==> src/rtl/serial_add_ctrl_if.sv <==
// Bundle of start/operand inputs and result/status outputs for serial_add_ctrl.
// Handshake: an operation is accepted on a rising edge where start && ready; done pulses
// for exactly one cycle with sum/cout/ovf final, and they hold until the next acceptance.
interface serial_add_ctrl_if #(
    parameter int WIDTH = 8
);
    logic             start;
    logic             sub;
    logic [WIDTH-1:0] opa;
    logic [WIDTH-1:0] opb;
    logic             cin;
    logic             ready;
    logic             busy;
    logic             done;
    logic [WIDTH-1:0] sum;
    logic             cout;
    logic             ovf;
    logic [1:0]       dbg_state;

    modport master (
        output start, sub, opa, opb, cin,
        input  ready, busy, done, sum, cout, ovf, dbg_state
    );

    modport slave (
        input  start, sub, opa, opb, cin,
        output ready, busy, done, sum, cout, ovf, dbg_state
    );
endinterface

==> src/rtl/serial_add_ctrl.sv <==
// Bit-serial add/subtract: one full-adder cell reused LSB-first over WIDTH clocks,
// carry held in a flop, result assembled in a right-shifting register.
module full_adder (
    input  logic a,
    input  logic b,
    input  logic c,
    output logic sum,
    output logic carry
);
    assign sum   = a ^ b ^ c;
    assign carry = (a & b) | (c & (a ^ b));
endmodule

module serial_add_ctrl #(
    parameter int WIDTH = 8
) (
    input  logic             clk,
    input  logic             rst_n,
    serial_add_ctrl_if.slave bus
);
    localparam int CW = $clog2(WIDTH);

    typedef enum logic [1:0] {
        IDLE  = 2'd0,
        SHIFT = 2'd1,
        DONE  = 2'd2
    } state_t;

    state_t           state;
    state_t           state_nxt;
    logic [WIDTH-1:0] sha;
    logic [WIDTH-1:0] shb;
    logic [WIDTH-1:0] sum_r;
    logic             carry;
    logic             cout_r;
    logic             ovf_r;
    logic [CW-1:0]    cnt;
    logic             fa_sum;
    logic             fa_carry;
    logic             accept;
    logic             last_bit;
    logic             ready_c;
    logic             busy_c;
    logic             done_c;

    full_adder u_fa (
        .a     (sha[0]),
        .b     (shb[0]),
        .c     (carry),
        .sum   (fa_sum),
        .carry (fa_carry)
    );

    assign accept   = (state == IDLE) && bus.start;
    assign last_bit = (cnt == CW'(WIDTH - 1));

    always_ff @(posedge clk or negedge rst_n) begin
        if (!rst_n) begin
            state <= IDLE;
        end else begin
            state <= state_nxt;
        end
    end

    always_comb begin
        state_nxt = state;
        ready_c   = 1'b0;
        busy_c    = 1'b0;
        done_c    = 1'b0;
        case (state)
            IDLE: begin
                ready_c = 1'b1;
                if (bus.start) state_nxt = SHIFT;
            end
            SHIFT: begin
                busy_c = 1'b1;
                if (last_bit) state_nxt = DONE;
            end
            DONE: begin
                busy_c    = 1'b1;
                done_c    = 1'b1;
                state_nxt = IDLE;
            end
            default: state_nxt = IDLE;
        endcase
    end

    // Subtraction is A + ~B + 1, so the inversion and forced carry happen at capture.
    always_ff @(posedge clk or negedge rst_n) begin
        if (!rst_n) begin
            sha    <= '0;
            shb    <= '0;
            sum_r  <= '0;
            carry  <= 1'b0;
            cout_r <= 1'b0;
            ovf_r  <= 1'b0;
            cnt    <= '0;
        end else if (accept) begin
            sha    <= bus.opa;
            shb    <= bus.sub ? ~bus.opb : bus.opb;
            carry  <= bus.sub ? 1'b1 : bus.cin;
            sum_r  <= '0;
            cout_r <= 1'b0;
            ovf_r  <= 1'b0;
            cnt    <= '0;
        end else if (state == SHIFT) begin
            sum_r <= {fa_sum, sum_r[WIDTH-1:1]};
            sha   <= sha >> 1;
            shb   <= shb >> 1;
            carry <= fa_carry;
            cnt   <= cnt + 1'b1;
            if (last_bit) begin
                // carry still holds the carry into the MSB on this edge
                ovf_r  <= carry ^ fa_carry;
                cout_r <= fa_carry;
            end
        end
    end

    assign bus.ready     = ready_c;
    assign bus.busy      = busy_c;
    assign bus.done      = done_c;
    assign bus.sum       = sum_r;
    assign bus.cout      = cout_r;
    assign bus.ovf       = ovf_r;
    assign bus.dbg_state = state;
endmodule
==> src/flat_wrapper.sv <==
// flat-port wrapper written by rule: the top's interface ports become plain ports
module serial_add_ctrl_flat 
#(
    parameter int WIDTH = 8
)
  (clk, rst_n, bus_start, bus_sub, bus_opa, bus_opb, bus_cin, bus_ready, bus_busy, bus_done, bus_sum, bus_cout, bus_ovf, bus_dbg_state);
  serial_add_ctrl_if #(.WIDTH(WIDTH)) bus_i ();
  input  logic clk;
  input  logic rst_n;
  input wire logic [$bits(bus_i.start)-1:0] bus_start;
  input wire logic [$bits(bus_i.sub)-1:0] bus_sub;
  input wire logic [$bits(bus_i.opa)-1:0] bus_opa;
  input wire logic [$bits(bus_i.opb)-1:0] bus_opb;
  input wire logic [$bits(bus_i.cin)-1:0] bus_cin;
  output wire logic [$bits(bus_i.ready)-1:0] bus_ready;
  output wire logic [$bits(bus_i.busy)-1:0] bus_busy;
  output wire logic [$bits(bus_i.done)-1:0] bus_done;
  output wire logic [$bits(bus_i.sum)-1:0] bus_sum;
  output wire logic [$bits(bus_i.cout)-1:0] bus_cout;
  output wire logic [$bits(bus_i.ovf)-1:0] bus_ovf;
  output wire logic [$bits(bus_i.dbg_state)-1:0] bus_dbg_state;
  assign bus_i.start = bus_start;
  assign bus_i.sub = bus_sub;
  assign bus_i.opa = bus_opa;
  assign bus_i.opb = bus_opb;
  assign bus_i.cin = bus_cin;
  assign bus_ready = bus_i.ready;
  assign bus_busy = bus_i.busy;
  assign bus_done = bus_i.done;
  assign bus_sum = bus_i.sum;
  assign bus_cout = bus_i.cout;
  assign bus_ovf = bus_i.ovf;
  assign bus_dbg_state = bus_i.dbg_state;
  serial_add_ctrl #(.WIDTH(WIDTH)) u_core (.clk(clk), .rst_n(rst_n), .bus(bus_i));
endmodule
==> config.mk <==
export PLATFORM = sky130hd
export DESIGN_NAME = serial_add_ctrl_flat
export DESIGN_NICKNAME = d
export VERILOG_FILES = /design/src/rtl/serial_add_ctrl_if.sv /design/src/rtl/serial_add_ctrl.sv /design/src/flat_wrapper.sv
export SDC_FILE = /design/constraint.sdc
export NUM_CORES = 1
export LEC_CHECK = 0
export CORE_MARGIN = 3
export CORE_UTILIZATION = 35
export DETAILED_ROUTE_END_ITERATION = 8
export HOLD_SLACK_MARGIN = 0.05
export PLACE_DENSITY_LB_ADDON = 0.3
export SLEW_MARGIN = 40
export SYNTH_ARGS = -nofsm -noshare
export SYNTH_HDL_FRONTEND = slang
export SYNTH_HIERARCHICAL = 1
export SYNTH_SLANG_ARGS = --single-unit
==> constraint.sdc <==
create_clock -name clk -period 1.7 [get_ports clk]
set_clock_uncertainty 0.05 [all_clocks]
set_input_delay 0.34 -clock clk [delete_from_list [all_inputs] [get_ports clk]]
set_output_delay 0.34 -clock clk [all_outputs]
set_load 0.05 [all_outputs]
==> load_flow_metrics.sql, run 1 <==
INSERT INTO impl_metrics (metric_group, metric, value, unit) VALUES
('run_status', 'status', 'finished, final reports clean', ''),
('global_routing', 'grt-ovfl-total', '0', ''),
('clock_network', 'tritoncts', 'yes', ''),
('setup_path', 'crit_path_top_delay_cell', 'sky130_fd_sc_hd__dfrtp_2', ''),
('drt', 'route.layer.met1.wl', '1320', 'um'),
('clock_network', 'cts_hold_buffers', '0', ''),
('timing', 'finalCritPeriodShare', '0.962', ''),
('floorplan', 'fp.dieArea', '0.00547', 'sq mm'),
('drt', 'num_vias', '1126', ''),
('clock_network', 'cts.root.buffer_cell', 'sky130_fd_sc_hd__clkbuf_8', ''),
('floorplan', 'die_w', '74.0', 'um'),
('clock_network', 'worst_skew_pair.late_latency', '0.28', 'ns'),
('clock_network', 'htreeDepth', '2', ''),
('cells_and_area', 'final_antenna_diode_count', '0', ''),
('global_routing', 'grt_max_degree', '43', ''),
('timing', 'hold_viol', '0', ''),
('setup_path', 'crit_path_max_fanout', '5', ''),
('drt', 'drc_errors', '0', ''),
('cells_and_area', 'nets', '211', ''),
('timing', 'finalWorstPathRequiredPeriod', '1.64', 'ns'),
('job', 'maxCapViolations', '0', ''),
('setup_path', 'critical_path_class', 'reg -> out', ''),
('floorplan', 'initial_core_util', '0.366', ''),
('setup_path', 'critPathRequiredTime', '1.31', 'ns'),
('global_routing', 'via_count_of_the_first_global_routing_pass', '1185', ''),
('drt', 'met3_length', '175', 'um'),
('global_routing', 'grt_first_pass_wirelength', '5180', 'um'),
('clock_network', 'post_cts.repair.setup_buffers', '0', ''),
('placed_design', 'placed_cell_area', '0.00202', 'sq mm'),
('placed_design', 'hpwlAfterDp', '2320', 'um'),
('yosys', 'synth_cell_types', '22', ''),
('power_and_ir_drop', 'cellPowerDensity', '1920', 'mW/mm^2'),
('yosys', 'postSynthAreaPerCell', '11.1', 'sq um'),
('drt', 'dr.first_iter.drc_count', '39', ''),
('floorplan', 'floorplan.io_pins', '36', ''),
('clock_network', 'cts.sinks', '32', ''),
('drt', 'drt_first_pass_iters', '4', ''),
('yosys', 'yosys_warnings', '6', ''),
('placed_design', 'finalWeightedCongestion', '0.748', ''),
('yosys', 'ys_ff_latch', '32', ''),
('clock_network', 'worst_setup_hold_path_clk_slew', '0.07', 'ns'),
('global_routing', 'grtUsageTotal', '0.127', ''),
('setup_path', 'kind_of_launch_point_of_the_worst_setup_path', 'flop', ''),
('cells_and_area', 'fillers', '408', ''),
('floorplan', 'placementRows', '24', ''),
('global_routing', 'antenna_violations_before_repair', '0', ''),
('timing', 'finish_stage_setup_viols', '0', ''),
('yosys', 'synth.net_count', '175', ''),
('setup_path', 'cpPeakStageDelay', '0.43', 'ns'),
('power_and_ir_drop', 'peakVddDrop', '0.825', 'mV'),
('timing', 'grt_setup_unrepaired', 'false', ''),
('drt', 'wl_met2', '1560', 'um'),
('setup_path', 'critical_path.top_delay_family', 'flip-flops', ''),
('power_and_ir_drop', 'power.total', '4.04', 'mW'),
('setup_path', 'timing.critical_path.arrival', '1.25', 'ns'),
('power_and_ir_drop', 'leakagePower', '0.972', 'nW'),
('cells_and_area', 'area_of_all_placed_cells_without_fillers', '0.00211', 'sq mm'),
('yosys', 'netlist_area', '0.00162', 'sq mm'),
('placed_design', 'port-buffer-count', '35', ''),
('drt', 'route.detailed.vias_per_inst', '4.79', ''),
('timing', 'slew_headroom', '0.705', ''),
('drt', 'routed_wl', '3120', 'um'),
('timing', 'final_max_slew_viol_count', '0', ''),
('cells_and_area', 'final_cell_mix', '30 x sky130_fd_sc_hd__dfrtp_1, 25 x sky130_fd_sc_hd__mux2i_1, 20 x sky130_fd_sc_hd__clkdlybuf4s50_1, 19 x sky130_fd_sc_hd__nand2_1, 14 x sky130_fd_sc_hd__o21ai_1', ''),
('clock_network', 'post_cts.resized_instances', '0', ''),
('drt', 'top_layer', 'met4', ''),
('setup_path', 'cp_cell_sequence', 'inv_1 > ha_1 > buf_12', ''),
('min_path', 'hold_path_class', 'in -> async', ''),
('setup_path', 'cp_num_buf_inv', '2', ''),
('clock_network', 'cts_inserted_buffers', '5', ''),
('cells_and_area', 'syn_to_final_growth', '30.3', '%');
[power breakdown]
| group | internal (mW) | switching [mW] | leakage [nW] |
|---|---|---|---|
| registers | 1.08 | 0.209 | 0.410 |
| clock network | 0.330 | 0.256 | 0.0455 |
| logic | 0.939 | 1.23 | 0.517 |
| total | 2.35 | 1.69 | 0.972 |
[area by class of cell]
class / instances / area, sq um / area share
sequential: 32 / 803 / 0.381
multi-input combinational: 101 / 736 / 0.349
timing repair buffer: 38 / 398 / 0.189
clock buffer: 8 / 90.1 / 0.0428
tap: 52 / 65.1 / 0.0309
inverter: 4 / 15.0 / 0.00713
[synth_stat cells (all sizes together)]
cell   count  area share
dfrtp     32        0.50
mux2i     25        0.15
nand2     19       0.044
o21ai     15       0.046
nor2      12       0.028
buf        9       0.048
xor2       8       0.043
ha         7       0.054
inv        4      0.0093
a21oi      3      0.0093
nand3      3      0.0093
mux2       2       0.014
nor3       2      0.0093
xnor2      2       0.011
and2       1      0.0039
fa         1       0.012
o22ai      1      0.0077
[through the flow]
step           hold WS [ns]  setup WS (ns)  std cells   util
6_report              0.405         0.0650        235  0.477
5_1_grt               0.447        0.00220        235  0.477
4_1_cts               0.418         0.0426        235  0.477
3_5_place_dp          0.463         0.0928        227  0.457
3_3_place_gp          0.438          0.150        227  0.457
2_1_floorplan      -0.00559         0.0279        146      -
[per-layer routing]
metal	up-vias	track usage
met5	-	0
met4	0	0.0704
met3	6	0.0378
met2	29	0.220
met1	532	0.139
li1	559	-
[cell families after synthesis]
group,share of synthesized area
flip-flops,0.495
adder cells (fa/ha/maj),0.0666
AND/OR/NAND/NOR,0.0944
multiplexers,0.169
AO/OA/AOI/OAI,0.0635
XOR/XNOR,0.0542
buffers and inverters,0.0573
[sequential cells by signal (all words and copies together), names as in the netlist]
| register | flops |
|---|---|
| u_core/bus.sum | 8 |
| u_core/sha | 8 |
| u_core/shb | 8 |
| u_core/cnt | 3 |
| u_core/bus.dbg_state | 2 |
| u_core/bus.cout | 1 |
| u_core/bus.ovf | 1 |
| u_core/carry | 1 |
[worst paths after layout]
| kind | startpoint | slack (ns) | to | cells past startpoint |
|---|---|---|---|---|
| hold reg to reg | u_core/sha[7]$_DFFE_PN0P_ | 0.47 | u_core/sha[7]$_DFFE_PN0P_ | 2 |
| hold / removal | rst_n | 0.40 | u_core/bus.cout$_DFFE_PN0P_ | 2 |
| setup / recovery | u_core/bus.dbg_state[0]$_DFFE_PN0P_ | 0.06 | bus_done | 3 |
| max in group asynchronous | rst_n | 0.88 | u_core/bus.dbg_state[0]$_DFFE_PN0P_ | 2 |
| min in group clk | u_core/sha[7]$_DFFE_PN0P_ | 0.47 | u_core/sha[7]$_DFFE_PN0P_ | 2 |
| setup reg to reg | u_core/bus.dbg_state[1]$_DFFE_PN0P_ | 0.09 | u_core/bus.dbg_state[0]$_DFFE_PN0P_ | 5 |
Power figures use the tool's default switching activity.
==> run 2: changes to the inputs <==
CORE_UTILIZATION = 45   (was 35)
==> run 2 against run 1 <==
- sequential share of layout area about the same
- largest power group unchanged
- via count is 1.1% higher
- clock power is 10% higher
- sequential power about the same
- die area is 21% lower
- largest cell class unchanged
- power grew 0.44%
- core utilization increased by 15 points
- worst setup slack lost 0.0044 ns
- critical endpoint is now bus_busy
- cell area grew 0.12%
- highest routed layer unchanged
==> load_flow_metrics.sql, run 2 (same netlist as run 1, synthesis figures left out) <==
INSERT INTO impl_metrics (metric_group, metric, value, unit) VALUES
('cells_and_area', 'nets', '215', ''),
('run_status', 'status', 'finished, final reports clean', ''),
('timing', 'final.hold.worst_slack', '0.343', 'ns'),
('timing', 'grt_setup_unrepaired', 'false', ''),
('clock_network', 'cts.sinks', '32', ''),
('timing', 'fmax', '610', 'MHz'),
('drt', 'drt_first_pass_iters', '4', ''),
('setup_path', 'kind_of_launch_point_of_the_worst_setup_path', 'flop', ''),
('power_and_ir_drop', 'power.total', '4.06', 'mW'),
('drt', 'wl_per_cell', '12.5', 'um'),
('power_and_ir_drop', 'cellPowerDensity', '1920', 'mW/mm^2'),
('setup_path', 'worstSetupEndpointType', 'output port', ''),
('timing', 'worst-slew-pin-transition', '0.396', 'ns'),
('placed_design', 'finalWeightedCongestion', '0.700', ''),
('global_routing', 'grt_max_degree', '33', ''),
('setup_path', 'cp_cell_sequence', 'inv_2 > ha_4 > buf_12', ''),
('setup_path', 'cp_num_buf_inv', '2', ''),
('cells_and_area', 'final_cell_mix', '30 x sky130_fd_sc_hd__dfrtp_1, 25 x sky130_fd_sc_hd__mux2i_1, 20 x sky130_fd_sc_hd__clkdlybuf4s50_1, 19 x sky130_fd_sc_hd__buf_4, 19 x sky130_fd_sc_hd__nand2_1', ''),
('setup_path', 'critPathRequiredTime', '1.31', 'ns'),
('setup_path', 'crit_path_max_fanout', '5', ''),
('drt', 'num_vias', '1138', ''),
('timing', 'final_max_slew_viol_count', '0', ''),
('floorplan', 'die_w', '65.9', 'um'),
('drt', 'routed_wl', '2910', 'um'),
('setup_path', 'crit_path_top_delay_cell', 'sky130_fd_sc_hd__dfrtp_2', ''),
('global_routing', 'grt_first_pass_wirelength', '4980', 'um'),
('floorplan', 'fp.dieArea', '0.00435', 'sq mm'),
('global_routing', 'grt-ovfl-total', '0', ''),
('cells_and_area', 'seqCellArea', '803', 'sq um'),
('drt', 'ant_nets', '0', ''),
('setup_path', 'timing.critical_path.arrival', '1.25', 'ns'),
('cells_and_area', 'layout-drive-gt1-share', '0.198', ''),
('global_routing', 'via_count_of_the_first_global_routing_pass', '1154', ''),
('drt', 'route.detailed.vias_per_inst', '4.88', ''),
('clock_network', 'worst_setup_hold_path_clk_slew', '0.10', 'ns'),
('global_routing', 'antenna_violations_before_repair', '0', ''),
('placed_design', 'hpwlAfterDp', '2220', 'um'),
('placed_design', 'port-buffer-count', '35', ''),
('clock_network', 'cts.root.buffer_cell', 'sky130_fd_sc_hd__clkbuf_4', ''),
('setup_path', 'critical_path.top_delay_family', 'flip-flops', ''),
('clock_network', 'cts_inserted_buffers', '5', ''),
('timing', 'hold_viol', '0', ''),
('power_and_ir_drop', 'leakagePower', '0.990', 'nW'),
('drt', 'dr.first_iter.drc_count', '52', ''),
('cells_and_area', 'fillers', '297', ''),
('global_routing', 'grtUsageTotal', '0.151', ''),
('timing', 'totalNegativeSetupSlack', '0', 'ns'),
('setup_path', 'cpPeakStageDelay', '0.45', 'ns'),
('drt', 'drc_errors', '0', ''),
('cells_and_area', 'layout_commonest_cell', 'sky130_fd_sc_hd__dfrtp_1', ''),
('cells_and_area', 'multi_input_area', '736', 'sq um'),
('floorplan', 'placementRows', '21', ''),
('floorplan', 'die_height', '65.9', 'um'),
('min_path', 'hold_path_class', 'in -> async', ''),
('clock_network', 'cts_max_path_buffers', '2', ''),
('setup_path', 'critical_path_class', 'reg -> out', ''),
('timing', 'finalCritPeriodShare', '0.964', ''),
('timing', 'finish_stage_setup_viols', '0', ''),
('power_and_ir_drop', 'peakVddDrop', '0.984', 'mV'),
('timing', 'finalWorstPathRequiredPeriod', '1.64', 'ns'),
('timing', 'slew_headroom', '0.736', ''),
('clock_network', 'tritoncts', 'yes', ''),
('floorplan', 'floorplan.io_pins', '36', ''),
('cells_and_area', 'final_antenna_diode_count', '0', ''),
('clock_network', 'worst_skew_pair.late_latency', '0.33', 'ns'),
('job', 'maxCapViolations', '0', ''),
('clock_network', 'cts_hold_buffers', '0', ''),
('clock_network', 'htreeDepth', '2', ''),
('floorplan', 'initial_core_util', '0.477', ''),
('floorplan', 'core_area', '0.00339', 'sq mm'),
('cells_and_area', 'syn_to_final_growth', '30.5', '%');
[run 2: stage by stage]
step	std cells	cell area, sq um	utilization	setup slack [ns]
after global placement	225	2010	0.594	0.159
after global routing	233	2110	0.622	0.00417
after CTS	233	2110	0.622	0.00251
final	233	2110	0.622	0.0606
after detailed placement	225	2010	0.594	0.108
after floorplan	146	1630	-	0.0279
[run 2: worst paths after layout]
| path | cells past startpoint | slack (ns) | start | endpoint |
|---|---|---|---|---|
| worst max-delay path | 3 | 0.06 | u_core/bus.dbg_state[0]$_DFFE_PN0P_ | bus_busy |
| worst min-delay path | 2 | 0.34 | rst_n | u_core/sha[2]$_DFFE_PN0P_ |
| worst min register to register | 2 | 0.49 | u_core/bus.sum[0]$_DFFE_PN0P_ | u_core/bus.sum[0]$_DFFE_PN0P_ |
| worst max register to register | 4 | 0.19 | u_core/cnt[0]$_DFFE_PN0P_ | u_core/bus.dbg_state[0]$_DFFE_PN0P_ |
| max in group asynchronous | 2 | 0.95 | rst_n | u_core/bus.dbg_state[0]$_DFFE_PN0P_ |
| min in group clk | 2 | 0.49 | u_core/bus.sum[0]$_DFFE_PN0P_ | u_core/bus.sum[0]$_DFFE_PN0P_ |
[run 2: metal layers]
metal	track usage	wire (um)	part of all wire
met1	0.172	1220	0.42
met2	0.264	1470	0.50
met3	0.0544	192	0.066
met4	0.0457	25	0.0086
met5	0	0	0
[run 2: area by class of cell]
type / instances / area share
timing repair buffer: 42 / 0.191
tap: 46 / 0.0273
multi-input combinational: 101 / 0.349
clock buffer: 7 / 0.0308
inverter: 4 / 0.00712
sequential: 32 / 0.381
clock inverter: 1 / 0.0142
[run 2: where the power goes]
| group | switching (mW) | internal [mW] |
|---|---|---|
| Clock | 0.255 | 0.390 |
| Sequential | 0.211 | 1.08 |
| Combinational | 1.20 | 0.930 |
| Total | 1.66 | 2.40 |
[run 2: repair_timing]
| action | in CTS | in global routing |
|---|---|---|
| setup endpoints to repair | 2 | 2 |
| gates resized for setup | 1 | 1 |
| gates cloned | 0 | 0 |
| setup buffers | 0 | 0 |
